`src/rtl/rate_pulse_pkg.sv`:
```
// ============================================================================
// rate_pulse_pkg : shared constants and divisor lookup for rate_pulse_gen
// Revision: 1.0
// ============================================================================
`default_nettype none

package rate_pulse_pkg;

  localparam int unsigned DIV_1HZ  = 25000000;
  localparam int unsigned DIV_10HZ = 2500000;
  localparam int unsigned MAX_RATES = 4;

  function automatic logic [31:0] div_for(
    input logic [1:0]  idx,
    input logic [31:0] d0,
    input logic [31:0] d1,
    input logic [31:0] d2,
    input logic [31:0] d3
  );
    logic [31:0] d;
    case (idx)
      2'd0:    d = d0;
      2'd1:    d = d1;
      2'd2:    d = d2;
      default: d = d3;
    endcase
    return d;
  endfunction

endpackage

`default_nettype wire

```
`src/rtl/rise_detect.sv`:
```
// ============================================================================
// rise_detect : registers a level input and flags its rising edge
// Revision: 1.0
// ============================================================================
`default_nettype none

module rise_detect (
  input  logic clk,
  input  logic rst,
  input  logic d,
  output logic rise
);

  logic d_q;

  always_ff @(posedge clk) begin
    if (rst) d_q <= 1'b0;
    else     d_q <= d;
  end

  assign rise = d & ~d_q;

endmodule

`default_nettype wire

```
`src/rtl/rate_pulse_gen.sv`:
```
// ============================================================================
// rate_pulse_gen : multi-rate tick / divided-clock generator with pause
// Optional tick counter output enabled by RATE_PULSE_GEN_TICK_COUNT_EN.
// Revision: 1.0
// ============================================================================
`default_nettype none

module rate_pulse_gen
  import rate_pulse_pkg::*;
#(
  parameter int          CNT_W     = 26,
  parameter int          NUM_RATES = 4,
  parameter int          SEL_W     = 2,
  parameter int unsigned DIV_0     = DIV_1HZ,
  parameter int unsigned DIV_1     = 12500000,
  parameter int unsigned DIV_2     = 5000000,
  parameter int unsigned DIV_3     = DIV_10HZ
) (
  input  logic             clk,
  input  logic             rst,
  input  logic             en,
  input  logic             step,
  input  logic             sel_load,
  input  logic [SEL_W-1:0] sel_in,
  output logic [SEL_W-1:0] rate_sel,
  output logic             pulse,
  output logic             clk_div,
  output logic             rate_chg
`ifdef RATE_PULSE_GEN_TICK_COUNT_EN
  ,
  output logic [15:0]      tick_cnt
`endif
);

  localparam int               NR       = (NUM_RATES > int'(MAX_RATES)) ? int'(MAX_RATES) : NUM_RATES;
  localparam logic [SEL_W:0]   NR_W     = (SEL_W+1)'(NR);
  localparam logic [SEL_W-1:0] LAST_SEL = SEL_W'(NR - 1);

  logic             step_rise;
  logic             change;
  logic [SEL_W-1:0] next_sel;
  logic [CNT_W-1:0] div_cur;
  logic [CNT_W-1:0] counter;

  rise_detect u_rise_detect (
    .clk  (clk),
    .rst  (rst),
    .d    (step),
    .rise (step_rise)
  );

  assign div_cur = CNT_W'(div_for(2'(rate_sel), DIV_0, DIV_1, DIV_2, DIV_3));

  // An out-of-range load swallows a coincident step edge rather than falling through.
  always_comb begin
    change   = 1'b0;
    next_sel = rate_sel;
    if (sel_load) begin
      if ({1'b0, sel_in} < NR_W) begin
        change   = 1'b1;
        next_sel = sel_in;
      end
    end else if (step_rise) begin
      change   = 1'b1;
      next_sel = (rate_sel == LAST_SEL) ? '0 : rate_sel + SEL_W'(1);
    end
  end

  always_ff @(posedge clk) begin
    if (rst) begin
      rate_sel <= '0;
      counter  <= CNT_W'(1);
      pulse    <= 1'b0;
      clk_div  <= 1'b0;
      rate_chg <= 1'b0;
    end else begin
      rate_chg <= change;
      if (change) begin
        rate_sel <= next_sel;
        counter  <= CNT_W'(1);
        pulse    <= 1'b0;
      end else if (en) begin
        // >= so a count left over from a longer period terminates at once.
        if (counter >= div_cur) begin
          counter <= CNT_W'(1);
          pulse   <= 1'b1;
          clk_div <= ~clk_div;
        end else begin
          counter <= counter + CNT_W'(1);
          pulse   <= 1'b0;
        end
      end else begin
        pulse <= 1'b0;
      end
    end
  end

`ifdef RATE_PULSE_GEN_TICK_COUNT_EN
  always_ff @(posedge clk) begin
    if (rst || change)
      tick_cnt <= 16'd0;
    else if (en && (counter >= div_cur))
      tick_cnt <= tick_cnt + 16'd1;
  end
`else
  // Tick counter absent in this build.
`endif

endmodule

`default_nettype wire
```
`config.mk`:
```
export PLATFORM = sky130hd
export DESIGN_NAME = rate_pulse_gen
export DESIGN_NICKNAME = d
export VERILOG_FILES = /design/src/rtl/rate_pulse_pkg.sv /design/src/rtl/rise_detect.sv /design/src/rtl/rate_pulse_gen.sv
export SDC_FILE = /design/constraint.sdc
export NUM_CORES = 1
export LEC_CHECK = 0
export BUFFER_PORTS_ARGS = -buffer_cell sky130_fd_sc_hd__clkbuf_2
export CORE_MARGIN = 4
export CORE_UTILIZATION = 55
export CTS_CLUSTER_DIAMETER = 120
export CTS_CLUSTER_SIZE = 10
export DETAILED_ROUTE_END_ITERATION = 10
export PLACE_DENSITY = 0.79
export SYNTH_ARGS = -nofsm -noshare
export SYNTH_HDL_FRONTEND = slang
export SYNTH_SLANG_ARGS = --single-unit
export TNS_END_PERCENT = 30
```
`constraint.sdc`:
```
create_clock -name clk -period 2.9 [get_ports clk]
set_clock_uncertainty 0.2 [all_clocks]
set_input_delay 0.58 -clock clk [delete_from_list [all_inputs] [get_ports clk]]
set_output_delay 0.58 -clock clk [all_outputs]
set_load 0.01 [all_outputs]
```
==> results of run 1 <==
flip-flops by register name, indices dropped and copies added, names as in the netlist:
register / flops
rate_sel: 2
pulse: 1
rate_chg: 1
counter: 26
clk_div: 1
u_rise_detect.d_q: 1
kinds of logic after synthesis:
group	after synthesis	share of synthesized area, %
adder cells (fa/ha/maj)	25	15.3
AND/OR/NAND/NOR	94	26.6
multiplexers	2	1.04
buffers and inverters	22	5.13
flip-flops	32	31.3
XOR/XNOR	24	10.3
AO/OA/AOI/OAI	31	10.4
power groups by stage:
stage | Sequential, mW | Combinational, mW | Clock [mW]
after floorplan | 0.463 | 0.0603 | 0
after global placement | 0.460 | 0.0930 | 0
after detailed placement | 0.460 | 0.0947 | 0
after CTS | 0.450 | 0.0950 | 0.356
after global routing | 0.451 | 0.113 | 0.372
final | 0.451 | 0.0980 | 0.349
worst register-to-register path: stages (launching register included):
cell	delay [ns]
dfxtp_1	0.31
buf_4	0.17
ha_1	0.22
o21bai_2	0.20
ha_1	0.29
nand2_1	0.07
nor2_1	0.15
a211oi_1	0.10
a2111o_1	0.48
a21oi_1	0.19
mux2_2	0.34
stage by stage:
step	setup TNS, ns	total power [mW]	cells	area [um^2]	worst slack [ns]
floorplan	0	0.523	230	2050	0.103
global placement	0	0.553	285	2170	0.119
detailed placement	0	0.555	285	2170	0.0482
CTS	0	0.901	293	2260	0.0172
global route	-0.0281	0.936	294	2280	-0.0281
finish	0	0.897	294	2280	0.0695
cell type report:
type,count,area [um^2]
fillers,308,1190
flip-flops and latches,32,642
clock buffers,8,90.1
inverters,14,52.6
well taps,46,57.6
multi-input cells,176,1310
repair buffers,18,120
repair_timing:
item,4_1_cts,5_1_grt
endpoints found under the hold margin,0,0
gates resized for setup,0,5
setup endpoints to repair,0,28
setup buffers,0,1
placed cells by master (no fill, tap or decap), types with 8 or more instances in the layout:
master / n
dfxtp_1: 31
ha_1: 25
nand4_1: 11
a21oi_1: 11
nand2_1: 15
inv_1: 13
nor3_1: 25
nor2_1: 12
xnor2_1: 8
clkbuf_2: 11
xor2_1: 16
worst max-delay path by stage:
stage,startpoint,depth (start not counted),slack (ns),to
floorplan,rate_sel[0],9,0.10,clk_div
global placement,rate_sel[1],11,0.12,pulse
detailed placement,rate_sel[1],11,0.05,counter[21]
CTS,rate_sel[1],11,0.02,counter[17]
global route,rate_sel[0],10,-0.03,clk_div
finish,rate_sel[0],10,0.07,clk_div
routing by layer:
metal | wire length (um) | part of all wire [%] | up-vias
met1 | 1920 | 48 | 757
li1 | - | - | 850
met3 | 156 | 3.9 | 8
met2 | 1900 | 47 | 34
met5 | 0 | 0 | -
met4 | 64 | 1.6 | 0
==> flow_summary.toml, run 1 <==
[status]
outcome = "finished, final reports clean"

[critical_path]
r2r_setup_slack_ns = 0.07
cp_max_fo = 9
cp-start-kind = "register"
critPathArrivalTime_ns = 2.80
critPathMaxStageDelay_ns = 0.48
cp.required_ns = 2.87
cpMostUsedCell = "ha_1"
timing.rr.end = "clk_div"
r2r_cells = 10
r2r-start = "rate_sel[0]"
criticalPathCategory = "reg -> reg"
crit_chain = "buf_4, ha_1, o21bai_2, ha_1, nand2_1, nor2_1, a211oi_1, a2111o_1, a21oi_1, mux2_2"
path_buf_inv = 1
cp_slowest_cell = "a2111o_1"
worst_setup_path_end_kind = "register"
crit_family = "compound AO/OA/AOI/OAI gates"

[placement]
io_buffers = 11
gp_congestion = 0.879
dp_hpwl_um = 3040

[power]
clockPowerShare_pct = 38.9
seq_power_share_pct = 50.2
p_int_mw = 0.680
power_switching_mw = 0.217
netSwitchingFraction_pct = 24.2
comb_power_share_pct = 10.9
max-vdd-ir-drop_mv = 0.361
power_density_mw_per_mm2 = 394
p_leak_nw = 0.922

[clock_network]
numCtsBuffers = 5
htreeDepth = 2
postCtsHoldBufs = 0
clk_pin_slew_ns = 0.06
cts_sinks = 32
root_buffer = "clkbuf_8"
clock_latency_ns = 0.28
clockBufferDepth = 2
tritoncts = "built"

[timing]
period_needed_ns = 2.83
fmax_mhz = 353
hold_violations = 0
fin_crit_sh_pct = 97.6
drv_slew = 0
setup_viol = 0
timing.slew.headroom_pct = 68.4
hold_ws_ns = 0.323
worst_slew_pin_slew_ns = 0.474

[detailed_routing]
via_count = 1649
drc = 0
wire_per_inst_um = 13.8
postRouteAntennaNets = 0
wl_um = 4040
vias_per_cell = 5.61
drt_first_pass_iters = 4
dr.first_iter.drc_count = 127

[grt]
gr-usage-met2_pct = 29.8
grt_overflow_total = 0
first_global_vias = 1559
antenna_found_initial = 0
met1_usage_pct = 22.2
grt_pass1_wl_um = 6990
grt_usage_pct = 17.5
top_usage_layer = "met2"
grt_max_degree = 24
use_met3_pct = 3.78

[logic_synthesis]
synth_cells = 230
synth_ff_type = "dfxtp_1"
synthMostInstantiatedCell = "dfxtp_1"
synth.largest_area_cell = "dfxtp_1"
yosys_warnings = 0
netlist_area_mm2 = 0.00205
synth_seq_area_share_pct = 31.3
synth.distinct_cells = 41
ys_async_sr_fraction_pct = 0
synth_nets = 262
synth_top_cells_by_count = "32 x dfxtp_1, 26 x nor3_1, 25 x ha_1"
synth-edff-count = 0
ys_top_cells_by_area = "dfxtp_1 31%, ha_1 15%, xor2_1 6.8%, nor3_1 6.4%, xnor2_1 3.4%"
ys_seq_elements = 32
synth.top_cell.area_share_pct = 31.3
syn_area_per_cell_um2 = 8.91

[layout]
nNetsFinal = 279
diodes = 0
area_growth_pct = 11.1
postLayoutCoreUtil_pct = 65.6
drive_gt1_share_pct = 15.3

[worst_hold_path]
hold_start = "step"
holdCritPathClass = "in -> reg"
timing.hold.worst_path_depth = 2
min_to = "u_rise_detect.d_q"

[die]
fp.dieW_um = 69.0
die_height_um = 69.0
start_util_pct = 59.1
rows = 21
die_area_mm2 = 0.00476
ioPinCount = 12
core_region_area_mm2 = 0.00347

[flow_run]
cap_violations = 0
No activity file was read; power rests on OpenSTA's default activity.
==> inputs of run 2 (changes only) <==
- MAX_ROUTING_LAYER: unset -> met4
==> flow_summary.toml, run 2 (synthesized netlist as in run 1, its figures left out) <==
[layout]
drive_gt1_share_pct = 16.9
largest_register_ff_count = 26
fillers = 281
final_common_cell = "dfxtp_1"
area_growth_pct = 11.9
final_cell_mix = "30 x dfxtp_1, 26 x nor3_1, 25 x ha_1, 16 x xor2_1, 15 x nand2_1"
largest_register = "counter"
nNetsFinal = 282
reg_top3 = "counter (26), rate_sel (2)"
diodes = 0

[critical_path]
worst_setup_path_end_kind = "register"
critPathMaxStageDelay_ns = 0.36
r2r_setup_slack_ns = 0.09
critPathArrivalTime_ns = 2.78
crit_family = "compound AO/OA/AOI/OAI gates"
cp.required_ns = 2.87
crit_chain = "buf_6, ha_1, o21bai_1, ha_1, nand4_1, a21oi_1, a2111oi_0, o21a_2, buf_4, a21oi_1, mux2_2"
timing.rr.end = "clk_div"
criticalPathCategory = "reg -> reg"
r2r_cells = 11
cp-start-kind = "register"
path_buf_inv = 2
r2r-start = "rate_sel[0]"
cp_slowest_cell = "a2111oi_0"
cp_max_fo = 9

[die]
die_area_mm2 = 0.00476
core_region_area_mm2 = 0.00347
ioPinCount = 12
die_height_um = 69.0
fp.dieW_um = 69.0
start_util_pct = 59.1
rows = 21

[detailed_routing]
via_count = 1665
wire_per_inst_um = 14.7
dr.first_iter.drc_count = 70
postRouteAntennaNets = 0
wl_um = 4310
drt_first_pass_iters = 4
vias_per_cell = 5.66
drc = 0

[clock_network]
clockBufferDepth = 2
clk_pin_slew_ns = 0.06
htreeDepth = 2
clock_latency_ns = 0.28
cts_sinks = 32
numCtsBuffers = 5
postCtsHoldBufs = 0
root_buffer = "clkbuf_8"
tritoncts = "built"

[timing]
period_needed_ns = 2.81
setup_viol = 0
setup_ws_ns = 0.0934
fin_crit_sh_pct = 96.8
fmax_mhz = 356
hold_violations = 0
setup_tns_ns = 0
drv_slew = 0
rsz0062_at_grt = "true"
timing.slew.headroom_pct = 69.1
worst_slew_pin_slew_ns = 0.464

[placement]
dp_hpwl_um = 3060
dpl_worst_slack_ns = -0.0652
io_buffers = 11
gp_congestion = 0.938

[grt]
grt_usage_pct = 19.2
first_global_vias = 1604
grt_overflow_total = 0
grt_pass1_wl_um = 7270
grt_max_degree = 24
antenna_found_initial = 0

[worst_hold_path]
timing.hold.worst_path_depth = 2
min_to = "counter[3]"
holdCritPathClass = "reg -> reg"
hold_start = "counter[3]"

[flow_run]
cap_violations = 0

[power]
max-vdd-ir-drop_mv = 0.309
power_density_mw_per_mm2 = 373
p_leak_nw = 0.927

[status]
outcome = "finished, final reports clean"
==> run 2: changes by cell type in the layout (fill, tap and decap cells not counted), sizes merged <==
| cell | delta |
|---|---|
| clkbuf | -3 |
| a21boi | +1 |
| buf | +2 |
==> run 2: how the worst max path moves through the flow <==
stage	from	endpoint	cells past startpoint
after global placement	rate_sel[1]	pulse	10
final	rate_sel[0]	clk_div	11
after CTS	rate_sel[0]	counter[15]	10
after detailed placement	rate_sel[1]	counter[17]	10
after global routing	rate_sel[0]	clk_div	11
after floorplan	rate_sel[0]	clk_div	9
==> run 2: power breakdown <==
group	switching (mW)	internal (mW)	leakage, nW
Sequential	0.00567	0.446	0.260
Clock	0.148	0.154	0.0359
Combinational	0.0587	0.0430	0.631
==> run 2: layout make-up <==
type	count	area [um^2]	share of cell area, %
Tap cell	46	57.6	2.51
Multi-Input combinational cell	177	1330	58.1
Clock buffer	5	68.8	3.00
Sequential cell	32	643	28.1
Timing Repair Buffer	20	139	6.06
Inverter	14	52.6	2.29
==> run 2: tightest hold or removal path, cell delays in order (launching register included) <==
cell and delay, ns:
dfxtp_1 0.35, nand2b_1 0.09, a21oi_1 0.05
==> run 2: stage by stage <==
step,area (um^2),total power [mW],cells,hold slack (ns),util (%)
5_1_grt,2290,0.903,294,0.342,66.1
3_3_place_gp,2170,0.555,287,0.303,62.5
6_report,2290,0.855,294,0.337,66.1
4_1_cts,2250,0.861,292,0.329,64.8
2_1_floorplan,2050,0.523,230,0.281,-
3_5_place_dp,2170,0.558,287,0.318,62.5
==> run 2: routing by layer <==
layer,wire (um),track usage [%],part of all wire [%]
met1,2080,24.2,48
met3,170,5.52,3.9
met5,0,-,0
met2,2000,28.1,46
met4,57,9.11,1.3
==> run 2: timing repair <==
action | in CTS | in global routing
setup buffers | 0 | 1
setup endpoints to repair | 23 | 24
resized for setup | 5 | 3
gates cloned | 0 | 1
pin swaps | 3 | 2
